--- config.mk ---
export PLATFORM = sky130hd
export DESIGN_NAME = cu_fsm_irq
export DESIGN_NICKNAME = d
export VERILOG_FILES = /design/src/rtl/cu_fsm_irq.sv
export SDC_FILE = /design/constraint.sdc
export NUM_CORES = 1
export LEC_CHECK = 0
export ABC_CLOCK_PERIOD_IN_PS = 4100
export BUFFER_PORTS_ARGS = -buffer_cell sky130_fd_sc_hd__clkbuf_2
export CAP_MARGIN = 15
export CORE_AREA = 2 2 39 41
export DETAILED_ROUTE_END_ITERATION = 7
export DIE_AREA = 0 0 41 43
export PLACE_DENSITY = 0.73
export SYNTH_ARGS = -nofsm -noshare
export SYNTH_HDL_FRONTEND = slang
export SYNTH_SLANG_ARGS = --single-unit
export TNS_END_PERCENT = 5
--- constraint.sdc ---
create_clock -name CLK -period 4.1 [get_ports CLK]
set_input_delay 0.41 -clock CLK [delete_from_list [all_inputs] [get_ports CLK]]
set_output_delay 0.41 -clock CLK [all_outputs]
set_load 0.05 [all_outputs]
--- src/rtl/cu_fsm_irq.sv ---
// Multi-cycle OTTER control unit: fetch/exec/writeback with memory handshakes and a
// priority-encoded interrupt-entry state. Enables decode combinationally from state and IR.
module cu_fsm_irq #(
   parameter int                 NUM_IRQ  = 1,
   parameter logic [NUM_IRQ-1:0] IRQ_MASK = '1
) (
   input  logic                 CLK,
   input  logic                 RST,
   input  logic [6:0]           ir6_0,
   input  logic [2:0]           ir14_12,
   input  logic [11:0]          ir31_20,
   input  logic                 mem_ready,
   input  logic [NUM_IRQ-1:0]   INTR,
   input  logic                 mie,
   output logic                 PCWrite,
   output logic                 regWrite,
   output logic                 memWE2,
   output logic                 memRDEN1,
   output logic                 memRDEN2,
   output logic                 reset,
   output logic                 csr_WE,
   output logic                 int_taken,
   output logic                 mret_exec,
   output logic [((NUM_IRQ > 1) ? $clog2(NUM_IRQ) : 1)-1:0] int_cause
);

   localparam int CW = (NUM_IRQ > 1) ? $clog2(NUM_IRQ) : 1;

   localparam logic [6:0] OP_LOAD  = 7'b0000011;
   localparam logic [6:0] OP_STORE = 7'b0100011;
   localparam logic [6:0] OP_R     = 7'b0110011;
   localparam logic [6:0] OP_I     = 7'b0010011;
   localparam logic [6:0] OP_LUI   = 7'b0110111;
   localparam logic [6:0] OP_AUIPC = 7'b0010111;
   localparam logic [6:0] OP_JAL   = 7'b1101111;
   localparam logic [6:0] OP_JALR  = 7'b1100111;
   localparam logic [6:0] OP_BR    = 7'b1100011;
   localparam logic [6:0] OP_SYS   = 7'b1110011;

   typedef enum logic [2:0] {
      ST_INIT, ST_FETCH, ST_EXEC, ST_WB, ST_INTR
   } state_t;

   state_t          ps_q, ps_d;
   logic [CW-1:0]   int_cause_q, int_cause_d;
   logic [NUM_IRQ-1:0] active;
   logic [CW-1:0]   lowest;
   logic            pending, done, is_mret;

   assign active  = INTR & IRQ_MASK;
   assign pending = mie & (|active);

   always_comb begin
      lowest = '0;
      for (int i = NUM_IRQ - 1; i >= 0; i--) begin
         if (active[i]) lowest = CW'(i);
      end
   end

   always_comb begin
      PCWrite   = 1'b0;
      regWrite  = 1'b0;
      memWE2    = 1'b0;
      memRDEN1  = 1'b0;
      memRDEN2  = 1'b0;
      reset     = 1'b0;
      csr_WE    = 1'b0;
      int_taken = 1'b0;
      mret_exec = 1'b0;
      done      = 1'b0;
      is_mret   = 1'b0;
      ps_d      = ps_q;
      case (ps_q)
         ST_INIT: begin
            reset = 1'b1;
            ps_d  = ST_FETCH;
         end
         ST_FETCH: begin
            memRDEN1 = 1'b1;
            if (mem_ready) ps_d = ST_EXEC;
         end
         ST_EXEC: begin
            case (ir6_0)
               OP_LOAD: begin
                  memRDEN2 = 1'b1;
                  ps_d     = ST_WB;
               end
               OP_R, OP_I, OP_LUI, OP_AUIPC, OP_JAL, OP_JALR: begin
                  regWrite = 1'b1;
                  PCWrite  = 1'b1;
                  done     = 1'b1;
               end
               OP_STORE: begin
                  memWE2 = 1'b1;
                  if (mem_ready) begin
                     PCWrite = 1'b1;
                     done    = 1'b1;
                  end
               end
               OP_SYS: begin
                  PCWrite = 1'b1;
                  done    = 1'b1;
                  if (ir14_12 != 3'b000) begin
                     regWrite = 1'b1;
                     csr_WE   = 1'b1;
                  end else if (ir31_20 == 12'h302) begin
                     mret_exec = 1'b1;
                     is_mret   = 1'b1;
                  end
               end
               // Branches, ECALL/EBREAK and illegal encodings just advance the PC.
               default: begin
                  PCWrite = 1'b1;
                  done    = 1'b1;
               end
            endcase
         end
         ST_WB: begin
            memRDEN2 = 1'b1;
            if (mem_ready) begin
               regWrite = 1'b1;
               PCWrite  = 1'b1;
               done     = 1'b1;
            end
         end
         ST_INTR: begin
            int_taken = 1'b1;
            PCWrite   = 1'b1;
            ps_d      = ST_FETCH;
         end
         default: ps_d = ST_INIT;
      endcase
      // MRET never chains straight into an interrupt so the handler's caller advances.
      if (done) ps_d = (pending && !is_mret) ? ST_INTR : ST_FETCH;
   end

   always_comb begin
      int_cause_d = int_cause_q;
      if (ps_d == ST_INTR && ps_q != ST_INTR) int_cause_d = lowest;
   end

   always_ff @(posedge CLK) begin
      if (RST) begin
         ps_q        <= ST_INIT;
         int_cause_q <= '0;
      end else begin
         ps_q        <= ps_d;
         int_cause_q <= int_cause_d;
      end
   end

   assign int_cause = int_cause_q;

endmodule

==> reports/results.tsv <==
stage	metric	value	unit
outcome	status	finished, final reports clean	
sta	Tcrit/Tclk final	54.2	%
placement	port bufs	35	
final_layout	max reg flops	3	
pwr	switching power	0.0528	mW
critical_path	startpoint types	input port	
yosys	share of the synthesized area in the top cell type	16.8	%
clock_network	Clock Latency Late Sink	230	ps
final_layout	area grow syn2layout	57.7	%
floorplan	Starting Density	25.9	%
grt	initial antenna violation count	0	
flow_run	max_cap viols	0	
clock_network	H-tree levels	1	
yosys	sequential area share after synthesis	16.8	%
critical_path	r2r worst-path depth	3	
clock_network	clock buffer depth	2	
critical_path	Worst Path Required	3690	ps
yosys	Cell Area, Synth	358	um2
critical_path	R2R Setup Slk	2570	ps
final_layout	commonest cells after routing, fill and taps aside	clkbuf_2, nor2_1	
yosys	Syn Area/Cell	7.61	um2
final_layout	biggest regs	ps_q (3)	
drt	Routed wire per std cell	10.6	um
drt	via count	502	
grt	Total GRT Usage	14.2	%
yosys	fraction of registers with async set/reset	0	%
sta	post-layout min period	2220	ps
critical_path	CP max stage delay	540	ps
drt	DR vias/cell	5.02	
critical_path	worst path cell trace	clkbuf_2 > nand4bb_1 > or4_4 > nor3_4 > clkbuf_2	
floorplan	Die Span Y	43	um
final_layout	commonest non-fill, non-tap cell in the layout	clkbuf_2	
clock_network	CTS Root Buffer Type	clkbuf_4	
yosys	largest area contributor in the netlist	dfxtp_1	
critical_path	critical path depth in cells	5	
drt	Remaining DRCs	0	
critical_path	critical path data arrival time	1810	ps
sta	RSZ-0062 raised after global routing	no	
critical_path	RR Startpoint	ps_q[0]$_SDFFE_PP0P_	
yosys	largest cells by area after synthesis	dfxtp_1, nor2_1, nor3_4	
clock_network	hold buffers post-CTS	0	
sta	# setup viols final	0	
worst_hold_path	HP Start	RST	
drt	Initial DRT Pass Iterations	4	
drt	total wire length	1.06	mm
pwr	Power Density	251	nW/um2
pwr	Net Sw Frac	37.3	%
grt	first-pass GRT wire length	1.76	mm
yosys	Net Count, Synth	74	
sta	highest clock rate	450	MHz
final_layout	Nets	112	
critical_path	Worst path slowest cell	or4_4	
yosys	synthesized instance count	47	
critical_path	Worst R2R End	ps_q[0]$_SDFFE_PP0P_	
clock_network	TritonCTS Buffers	3	
grt	vias in the first global route	472	
critical_path	family with the most delay on the worst path	simple AND/OR/NAND/NOR gates	
placement	routability cong.	0.778	
pwr	clock power share	37.4	%
grt	grt ovf	0	
critical_path	Worst setup EP type	primary output	
clock_network	clock slew at reported path FFs	40	ps
critical_path	WS Path Type	in2out	
floorplan	FP Rows	14	
yosys	Yosys cell types	30	
worst_hold_path	WHS Path Cells	2	
pwr	Reg power frac	24.9	%
clock_network	postcts setup bufs	0	
yosys	register bit total from synthesis	3	
floorplan	CORE AREA	1380	um2
yosys	most used flip-flop cell after synthesis	dfxtp_1	
sta	Clock Skews	1.65	ps
placement	detailed placer's ending HPWL	906	um
clock_network	Clock Sinks	3	
critical_path	Worst path most repeated cell	clkbuf_2	
sta	setup TNS	0	ps
floorplan	die area	1760	um2
grt	largest net degree at the start of global routing	11	
yosys	EDFF count, synth	0	
critical_path	WP buf/inv	2	
floorplan	DIE WIDTH	41	um
yosys	Synth warnings	0	
pwr	VDD IR-drop max	0.0622	mV
clock_network	CTS tree	done	
final_layout	register bank with the most flops	ps_q	
clock_network	CTS resizes	0	
floorplan	io pins	37	
drt	post-route ant nets	0	
critical_path	CP Max Fanout	3	
pwr	post-layout power	0.142	mW
pwr	Logic pwr share	37.6	%
sta	Final Hold Viols	0	
sta	Pins Over Slew Limit	0	
final_layout	Antenna Cells	0	
worst_hold_path	Tightest Hold Check Type	in2reg	
worst_hold_path	hold path endpoint	ps_q[2]$_SDFFE_PP0P_	
drt	DRT iter0 DRCs	5	
pwr	Int Pwr	0.0889	mW
pwr	Leak	0.284	nW
final_layout	share of layout cells above drive strength 1	52.4	%
[through the flow]
step	hold slack (ps)	instance area, um2	util, %	std cells	setup slack, ps
6_report	387	564	40.8	100	1880
5_1_grt	404	564	40.8	100	1750
4_1_cts	378	564	40.8	100	1860
3_5_place_dp	589	538	38.9	96	1870
3_3_place_gp	578	538	38.9	96	1910
2_1_floorplan	489	358	-	47	1450
[cell type report]
class	instances	area (um2)
Inverter	1	3.75
Fill cell	149	820
Tap cell	16	20.0
Clock buffer	4	26.3
Multi-Input combinational cell	41	279
Timing Repair Buffer	35	175
Sequential cell	3	60.1
[power by group through the flow]
stage                     combinational [mW]  clock [mW]  sequential [mW]
after CTS                             0.0537      0.0551           0.0354
after detailed placement              0.0534           0           0.0359
final                                 0.0533      0.0531           0.0354
after floorplan                       0.0365           0           0.0333
after global placement                0.0526           0           0.0357
after global routing                  0.0595      0.0568           0.0361
[cells by family after synthesis]
family / synth area share (%)
AND/OR/NAND/NOR: 52.4
AO/OA/AOI/OAI: 24.5
flip-flops: 16.8
buffers and inverters: 5.24
other: 1.05
[cells in the mapped netlist (2+ instances only)]
cell type	number
nor2_1	6
dfxtp_1	3
nand2_1	3
nor3_1	3
o21ai_0	3
and2_1	2
buf_4	2
nand4_1	2
nor4_1	2
[worst max path at each step]
stage,startpoint,to,slack (ps)
6_report,ir6_0[2],mret_exec,1880
5_1_grt,ir6_0[2],mret_exec,1750
4_1_cts,ps_q[0]$_SDFFE_PP0P_,mret_exec,1860
3_5_place_dp,ir6_0[2],mret_exec,1870
3_3_place_gp,ir6_0[2],mret_exec,1910
2_1_floorplan,ir6_0[2],regWrite,1450
[metal layers]
metal / global-route usage [%] / up-vias / wire length (um) / share of wire [%]
li1: - / 256 / - / -
met4: 8.67 / 0 / 0 / 0
met5: 0 / - / 0 / 0
met1: 15.6 / 228 / 435 / 41
met2: 23.8 / 18 / 565 / 53
met3: 2.09 / 0 / 62 / 5.8
Note: power is estimated with default switching activity, not from simulation.
